[src/rtl/rv_ctrl_pkg.sv]
// Shared encodings for the multicycle RV32I control path: opcodes, FSM states
// and datapath mux selects. Used by the controller and the datapath.
package rv_ctrl_pkg;

  localparam logic [6:0] OPC_LOAD   = 7'b0000011;
  localparam logic [6:0] OPC_STORE  = 7'b0100011;
  localparam logic [6:0] OPC_JAL    = 7'b1101111;
  localparam logic [6:0] OPC_JALR   = 7'b1100111;
  localparam logic [6:0] OPC_BRANCH = 7'b1100011;
  localparam logic [6:0] OPC_LUI    = 7'b0110111;
  localparam logic [6:0] OPC_AUIPC  = 7'b0010111;
  localparam logic [6:0] OPC_OPIMM  = 7'b0010011;
  localparam logic [6:0] OPC_OP     = 7'b0110011;

  typedef enum logic [2:0] {
    ST_FETCH  = 3'd0,
    ST_DECODE = 3'd1,
    ST_EXEC   = 3'd2,
    ST_MEM    = 3'd3,
    ST_WB     = 3'd4,
    ST_TRAP   = 3'd5
  } state_t;

  localparam logic [1:0] PC_PLUS4 = 2'b00;
  localparam logic [1:0] PC_IMM   = 2'b01;
  localparam logic [1:0] PC_ALU   = 2'b10;

  localparam logic [1:0] A_RS1  = 2'b00;
  localparam logic [1:0] A_PC   = 2'b01;
  localparam logic [1:0] A_ZERO = 2'b10;

  localparam logic B_RS2 = 1'b0;
  localparam logic B_IMM = 1'b1;

  localparam logic [1:0] WB_ALU = 2'b00;
  localparam logic [1:0] WB_MEM = 2'b01;
  localparam logic [1:0] WB_PC4 = 2'b10;

  function automatic logic opcode_legal(input logic [6:0] opc);
    case (opc)
      OPC_LOAD, OPC_STORE, OPC_JAL, OPC_JALR, OPC_BRANCH,
      OPC_LUI, OPC_AUIPC, OPC_OPIMM, OPC_OP: return 1'b1;
      default:                                return 1'b0;
    endcase
  endfunction

endpackage

[src/rtl/ctrl_wait_timer.sv]
// Counts unanswered memory-request cycles and flags expiry on the last allowed
// cycle; TIMEOUT of 0 disables the check.
module ctrl_wait_timer #(
  parameter int TIMEOUT = 16,
  parameter int CNT_W   = 5
) (
  input  logic clk,
  input  logic rst_n,
  input  logic clear,
  input  logic count,
  output logic expired
);

  localparam logic [CNT_W-1:0] LIMIT = CNT_W'((TIMEOUT > 0) ? TIMEOUT - 1 : 0);

  logic [CNT_W-1:0] cnt;

  always_ff @(posedge clk or negedge rst_n) begin
    if (!rst_n)     cnt <= '0;
    else if (clear) cnt <= '0;
    else if (count) cnt <= cnt + 1'b1;
  end

  assign expired = (TIMEOUT > 0) && count && (cnt == LIMIT);

endmodule

[src/rtl/multicycle_ctrl.sv]
// Moore control FSM for the multicycle RV32I core: sequences fetch, decode,
// execute, memory and writeback over one shared req/ready memory port.
module multicycle_ctrl #(
  parameter int TIMEOUT = 16,
  parameter int CNT_W   = 5
) (
  input  logic        i_clk,
  input  logic        i_rst_n,
  input  logic [31:0] i_instr,
  input  logic        i_mem_ready,
  input  logic        i_br_taken,
  output logic        o_mem_req,
  output logic        o_mem_we,
  output logic        o_mem_sel_d,
  output logic        o_ir_we,
  output logic [6:0]  o_opcode,
  output logic        o_signext,
  output logic        o_pc_we,
  output logic [1:0]  o_pc_src,
  output logic [1:0]  o_alu_a_src,
  output logic        o_alu_b_src,
  output logic        o_reg_we,
  output logic [1:0]  o_wb_src,
  output logic        o_illegal,
  output logic        o_bus_err,
  output logic [2:0]  o_state
);
  import rv_ctrl_pkg::*;

  state_t     state, state_nx;
  logic [6:0] opcode;
  logic       illegal, bus_err;
  logic       expired, wait_clear, wait_count;
  logic       instr_unused;

  // Only the opcode field is held here; the datapath's IR keeps the rest.
  assign instr_unused = ^i_instr[31:7];

  logic is_load, is_store, is_jal, is_jalr, is_branch, is_lui, is_auipc, is_op;
  assign is_load   = (opcode == OPC_LOAD);
  assign is_store  = (opcode == OPC_STORE);
  assign is_jal    = (opcode == OPC_JAL);
  assign is_jalr   = (opcode == OPC_JALR);
  assign is_branch = (opcode == OPC_BRANCH);
  assign is_lui    = (opcode == OPC_LUI);
  assign is_auipc  = (opcode == OPC_AUIPC);
  assign is_op     = (opcode == OPC_OP);

  // Counter is held at zero outside the two memory states, so it starts fresh on entry.
  assign wait_clear = i_mem_ready || !((state == ST_FETCH) || (state == ST_MEM));
  assign wait_count = o_mem_req && !i_mem_ready;

  ctrl_wait_timer #(
    .TIMEOUT (TIMEOUT),
    .CNT_W   (CNT_W)
  ) u_timer (
    .clk     (i_clk),
    .rst_n   (i_rst_n),
    .clear   (wait_clear),
    .count   (wait_count),
    .expired (expired)
  );

  always_ff @(posedge i_clk or negedge i_rst_n) begin
    if (!i_rst_n) state <= ST_FETCH;
    else          state <= state_nx;
  end

  always_ff @(posedge i_clk or negedge i_rst_n) begin
    if (!i_rst_n) begin
      opcode  <= '0;
      illegal <= 1'b0;
      bus_err <= 1'b0;
    end else begin
      if ((state == ST_FETCH) && i_mem_ready)            opcode  <= i_instr[6:0];
      if ((state == ST_DECODE) && !opcode_legal(opcode)) illegal <= 1'b1;
      if (expired)                                       bus_err <= 1'b1;
    end
  end

  always_comb begin
    state_nx = state;
    case (state)
      ST_FETCH: begin
        if (i_mem_ready)  state_nx = ST_DECODE;
        else if (expired) state_nx = ST_TRAP;
      end
      ST_DECODE: state_nx = opcode_legal(opcode) ? ST_EXEC : ST_TRAP;
      ST_EXEC: begin
        if (is_branch || is_jal || is_jalr) state_nx = ST_FETCH;
        else if (is_load || is_store)       state_nx = ST_MEM;
        else                                state_nx = ST_WB;
      end
      ST_MEM: begin
        if (i_mem_ready)  state_nx = is_load ? ST_WB : ST_FETCH;
        else if (expired) state_nx = ST_TRAP;
      end
      ST_WB:   state_nx = ST_FETCH;
      ST_TRAP: state_nx = ST_TRAP;
      default: state_nx = ST_FETCH;
    endcase
  end

  // Enables are forced low while reset is asserted so an aborted access never commits.
  always_comb begin
    o_mem_req   = 1'b0;
    o_mem_we    = 1'b0;
    o_mem_sel_d = 1'b0;
    o_ir_we     = 1'b0;
    o_signext   = 1'b0;
    o_pc_we     = 1'b0;
    o_pc_src    = PC_PLUS4;
    o_alu_a_src = A_RS1;
    o_alu_b_src = B_RS2;
    o_reg_we    = 1'b0;
    o_wb_src    = WB_ALU;
    if (i_rst_n) begin
      case (state)
        ST_FETCH: begin
          o_mem_req = 1'b1;
          o_ir_we   = i_mem_ready;
        end
        ST_DECODE: o_signext = 1'b1;
        ST_EXEC: begin
          o_signext   = 1'b1;
          o_alu_a_src = (is_auipc || is_jal) ? A_PC : (is_lui ? A_ZERO : A_RS1);
          o_alu_b_src = (is_op || is_branch) ? B_RS2 : B_IMM;
          if (is_branch) begin
            o_pc_we  = 1'b1;
            o_pc_src = i_br_taken ? PC_IMM : PC_PLUS4;
          end else if (is_jal || is_jalr) begin
            o_pc_we  = 1'b1;
            o_pc_src = is_jal ? PC_IMM : PC_ALU;
            o_reg_we = 1'b1;
            o_wb_src = WB_PC4;
          end
        end
        ST_MEM: begin
          o_signext   = 1'b1;
          o_mem_req   = 1'b1;
          o_mem_sel_d = 1'b1;
          o_mem_we    = is_store;
          if (i_mem_ready && is_store) o_pc_we = 1'b1;
        end
        ST_WB: begin
          o_signext = 1'b1;
          o_reg_we  = 1'b1;
          o_wb_src  = is_load ? WB_MEM : WB_ALU;
          o_pc_we   = 1'b1;
        end
        default: ;
      endcase
    end
  end

  assign o_opcode  = opcode;
  assign o_illegal = illegal;
  assign o_bus_err = bus_err;
  assign o_state   = state;

endmodule

[config.mk]
export PLATFORM = sky130hd
export DESIGN_NAME = multicycle_ctrl
export DESIGN_NICKNAME = d
export VERILOG_FILES = /design/src/rtl/rv_ctrl_pkg.sv /design/src/rtl/ctrl_wait_timer.sv /design/src/rtl/multicycle_ctrl.sv
export SDC_FILE = /design/constraint.sdc
export NUM_CORES = 1
export LEC_CHECK = 0
export CORE_UTILIZATION = 38
export DETAILED_ROUTE_END_ITERATION = 6
export GPL_TIMING_DRIVEN = 0
export PLACE_DENSITY_LB_ADDON = 0.08
export SLEW_MARGIN = 30
export SYNTH_ARGS = -nofsm -noshare
export SYNTH_HDL_FRONTEND = slang
export SYNTH_SLANG_ARGS = --single-unit
[constraint.sdc]
create_clock -name i_clk -period 1.8 [get_ports i_clk]
set_input_delay 0.27 -clock i_clk [delete_from_list [all_inputs] [get_ports i_clk]]
set_output_delay 0.27 -clock i_clk [all_outputs]
set_load 0.005 [all_outputs]
After elaboration in Yosys (flattened, before gate mapping)
Cells that the tools add are included.
W data, S select, Z words.

word-level totals
  bits of input ports = 36
  register bits after elaboration = 17
  word-level logic and storage cells = 90

cells by class
  $add $sub $neg = 1
  mux-type cells = 48
  reductions and logical operators = 21
  equality and inequality tests = 15

operators with widths
  operator               number
  $mux W2                12
  $mux W1                23
  $eq A7 B6 Y1 const B   3
  $eq A7 B7 Y1 const B   3
  $mux W3                7
  $pmux W3 S5            1
  $eq A7 B5 Y1 const B   2
  $mux W5                2
  $reduce_or A9 Y1       1
  $logic_or A1 B1 Y1     8
  $eq A7 B2 Y1 const B   1
  $eq A3 B2 Y1 const B   2
  $eq A3 B3 Y1 const B   2
  $add A5 B1 Y5 const B  1
  $eq A5 B4 Y1 const B   1
  $logic_and A1 B1 Y1    5
  $pmux W2 S2            1
  $reduce_or A4 Y1       1
  $eq A3 B1 Y1 const B   1
  $logic_not A1 Y1       3
  $logic_not A3 Y1       1
  $pmux W1 S3            1
  $pmux W1 S2            1
  $reduce_bool A2 Y1     1
  $reduce_or A2 Y1       1

Logic depth before layout (Yosys ltp)
  depth after elaboration = 9
  mapped depth = 7
  gate-level depth less buffers = 7

By module
A second synthesis with hierarchy kept.

second synthesis, totals
  cell total of the unflattened synthesis = 124
  area, all modules = 1,142.3 µm²

by module, submodules not included
  module           area each (µm²)  instances  seq. area each (µm²)  cells each
  multicycle_ctrl  857.1            1          300.3                 100
  ctrl_wait_timer  285.3            1          125.1                 24

Worst setup path before layout
No wires, ideal clock.

  path type = reg-to-output
  start point = register opcode[2], in the netlist o_opcode[2]
  end point = output o_wb_src[0]
  slack = 111 ps
  buffers on the path = 0
  stages on the path, launching flop included = 4
  arrival time = 1,419 ps
  cells stage by stage = dfrtp_1 > nand3b_1 > or4_1 > nor4_1

on the way
  cells in the longest elaborated chain, start to end = 4
  elaborated cells between the ends (all ways) = 6
  classes of those cells = 2 x eq/ne; 4 x mux

RTL lines
  element                                              RTL line                                        RTL
  start: declaration                                   multicycle_ctrl.sv:31                           logic [6:0] opcode;
  start signal: assignment                             multicycle_ctrl.sv:75                           if ((state == ST_FETCH) && i_mem_ready) opcode <= i_instr[6:0];
  $eq A7 B2 Y1 / $eq A7 B7 Y1 (equally long branches)  multicycle_ctrl.sv:40, multicycle_ctrl.sv:44
  $mux W1 / $mux W2 (equally long branches)            multicycle_ctrl.sv:148, multicycle_ctrl.sv:128
  $pmux W2 S2 (*)                                      multicycle_ctrl.sv:118                          case (state)
  $mux W2 (*)                                          multicycle_ctrl.sv:117                          if (i_rst_n) begin
  end: declaration                                     multicycle_ctrl.sv:23                           output logic [1:0] o_wb_src,

Mark *: on every way between the ends. The rest lies on a longest branch, timed or not.

Worst setup path in the final report
  start point = register opcode[2], in the netlist o_opcode[2]
  end point = output o_pc_we

on the way
  cells in the longest elaborated chain, start to end = 6
  elaborated cells between the ends (all ways) = 11
  classes of those cells = 4 x eq/ne; 5 x mux; 2 x reduce/logical

RTL lines
  element                                 RTL line                                      RTL
  $eq A7 B7 Y1, on equally long branches  multicycle_ctrl.sv:42, multicycle_ctrl.sv:43
  $logic_or A1 B1 Y1                      multicycle_ctrl.sv:131                        end else if (is_jal || is_jalr) begin
  $mux W1                                 multicycle_ctrl.sv:131
  $mux W1                                 multicycle_ctrl.sv:128                        if (is_branch) begin
  $pmux W1 S3 (*)                         multicycle_ctrl.sv:118
  $mux W1 (*)                             multicycle_ctrl.sv:117
  end: declaration                        multicycle_ctrl.sv:18                         output logic o_pc_we,

Marked as above.

==> out/metrics.csv <==
metric;value;unit
synth_warnings;0;
grt_pass1_wl;5.44;mm
cp_max_fo;2;
maxSlewHeadroom;46.0;%
die-area;3200;um^2
drt_iter0_markers;42;
violations;setup timing;
clkSlewWorstSetupHoldPaths;0.10;ns
synth_top_cell_area_share;37.6;%
synth.largest_area_cell;dfrtp_1;
tightest_slew;0.807;ns
syn_area;1130;um^2
seq_area;433;um^2
nNetsFinal;226;
netSwitchingPower;948;uW
antenna_found_initial;0;
power_frac_seq;27.0;%
final.setup.tns;-1.66;ns
final.fill_count;234;
multi_input_area;761;um^2
coreArea;2780;um^2
reg2reg_to;o_state[2]$_DFF_PN0_;
synth_mux_area_share;6.85;%
yosysSeqAreaShare;37.6;%
period_share;115;%
setup_violations;14;
grt_pass1_vias;1201;
initial_utilization;40.7;%
start_kind;register;
critPathKind;reg2out;
syn-num-nets;159;
overflow;0;
num_vias;1210;
rsz0062_at_grt;yes;
h-tree-depth;1;
slew_viol_final;0;
min_path_type;in2reg;
ant_nets;0;
dp_hpwl;2.12;mm
ys_types;43;
max_freq;483;MHz
cts_tree;done;
postSynthCellCount;121;
clk_latency;0.29;ns
yosys.area_share.adder;2.21;%
synthFlopType;dfrtp_1;
r2r_cells;7;
synth_enable_flop_cells;0;
synth_compound_area_share;14.5;%
cp_data_required_time;1.53;ns
ys_top_cells_by_count;dfrtp_1 (17), nor2_1 (16), nand2_1 (12), mux2_2 (6), nand2b_1 (6);
pin_count;62;
synth-xor-area-share;3.87;%
drv_cap;0;
grt_use_total;21.6;%
peakVddDrop;1.19;mV
post_drt_wl_per_cell;15.8;um
synth_top_family_by_area;simple AND/OR/NAND/NOR gates;
dpl_cell_area;1530;um^2
synth-seq-cells;17;
drive_above_1_share;46.0;%
dr.pass1.iters;4;
yosys.area_share.simple;29.3;%
status;finished with violations;
clockPowerShare;8.9;%
finalCriticalPeriod;2.07;ns
skew;0.00456;ns
critPathCaptureType;output port;
pre_cts_slack;-1.37;ns
post-route-drc-count;0;
hold_ws;0.376;ns
io_buffer_count;36;
p_int;1.43;mW
p_per_area;1280;nW/um^2
chipHeight;56.6;um
yosysMostFrequentCell;dfrtp_1;
worst_slack;-0.272;ns
leakage;0.817;nW
synthToLayoutAreaGrowth;64.6;%
n_antenna_cell;0;
comb_power_share;64.1;%
critPathArrivalTime;1.80;ns
numCtsBuffers;3;
grt_max_degree;18;
cts.sinks;17;
swShare;39.9;%
hold_violations;0;
clockBufferDepth;2;
crit_end;o_pc_we;
syn_area_per_cell;9.36;um^2
vias_per_cell;5.55;
num_rows;19;
ys_top_cells_by_area;dfrtp_1 (38%), mux2_2 (6.0%), nor2_1 (5.3%), nand2_1 (4.0%), nand2b_1 (3.3%);
root_buffer;clkbuf_4;
reg2reg_from;o_opcode[4]$_DFFE_PN0P_;
startpoint;o_opcode[2]$_DFFE_PN0P_;
fin_area;1860;um^2
globalplace.congestion;0.807;
async_reset_ff_share;100;%
totalWireLength;3.45;mm
die_w;56.6;um
reg2reg_slack;-0.06;ns
-- worst max-delay path, cell delays in order (launching register included) --
cell and delay (ns):
dfrtp_2 0.42, nand3b_1 0.19, buf_6 0.14, nor4_4 0.17, and4_1 0.25, buf_4 0.11, a32o_1 0.12, buf_2 0.11
-- power groups by stage --
stage	clock (mW)	sequential [mW]	combinational (mW)
2_1_floorplan	0	0.623	0.670
3_3_place_gp	0	0.643	1.07
3_5_place_dp	0	0.649	1.09
4_1_cts	0.218	0.629	1.33
5_1_grt	0.236	0.655	1.63
6_report	0.212	0.643	1.52
-- registers in the layout (all words and copies together) (netlist names) --
register,flops
o_opcode,7
u_timer.cnt,5
o_state,3
o_bus_err,1
o_illegal,1
-- final cells by class --
cell class / count / area share [%]
clock buffer: 4 / 1.41
sequential: 17 / 23.2
multi-input combinational: 93 / 40.8
inverter: 5 / 1.01
tap: 31 / 2.08
buffer: 4 / 1.68
timing repair buffer: 64 / 29.8
-- cells in the final DEF, fill, tap and decap left out, drive strengths merged, types with 2 or more instances in the layout --
cell and n:
xnor2 3, clkdlybuf4s50 21, a211oi 2, or2 2, nand4 2, nand2b 6, nand3b 3, ha 2
dfrtp 17, clkbuf 5, and3 2, nor2 16, and4 2, nand2 12, nand3 2, or4 2
a21oi 5, xor2 2, o21ai 3, o21bai 2, inv 5, buf 44, nor3 3, mux2 6
nor4 2
-- cell families after synthesis --
kind of cell             after synthesis
AO/OA/AOI/OAI                         21
XOR/XNOR                               5
adder cells (fa/ha/maj)                2
buffers and inverters                 11
flip-flops                            17
multiplexers                           7
AND/OR/NAND/NOR                       58
-- timing repair --
action / CTS / global route
hold buffers: 1 / 0
resized for setup: 83 / 19
setup buffers: 20 / 8
setup endpoints to repair: 27 / 14
pin swaps: 16 / 13
endpoints found under the hold margin: 17 / 0
-- metrics by stage --
step	cells	utilization, %	power (mW)
finish	218	67.0	2.38
CTS	212	62.6	2.18
global route	218	67.0	2.52
global placement	188	55.1	1.71
floorplan	121	-	1.29
detailed placement	188	55.1	1.74
-- worst min path at each step --
stage,startpoint,to,slack (ns),cells after the start
2_1_floorplan,i_rst_n,o_bus_err$_DFFE_PN0P_,-0.03,0
3_3_place_gp,o_bus_err$_DFFE_PN0P_,o_bus_err$_DFFE_PN0P_,0.45,1
3_5_place_dp,o_bus_err$_DFFE_PN0P_,o_bus_err$_DFFE_PN0P_,0.46,1
4_1_cts,i_rst_n,u_timer.cnt[4]$_DFFE_PN0P_,0.38,3
5_1_grt,i_rst_n,u_timer.cnt[4]$_DFFE_PN0P_,0.39,3
6_report,i_rst_n,u_timer.cnt[4]$_DFFE_PN0P_,0.38,3
-- layer usage --
metal,vias up,GRT usage [%],wire [um]
li1,564,-,-
met1,600,27.8,1480
met2,40,35.8,1740
met3,6,1.84,159
met4,0,11.5,73
met5,-,0,0
Note: power is estimated with default switching activity, not from simulation.
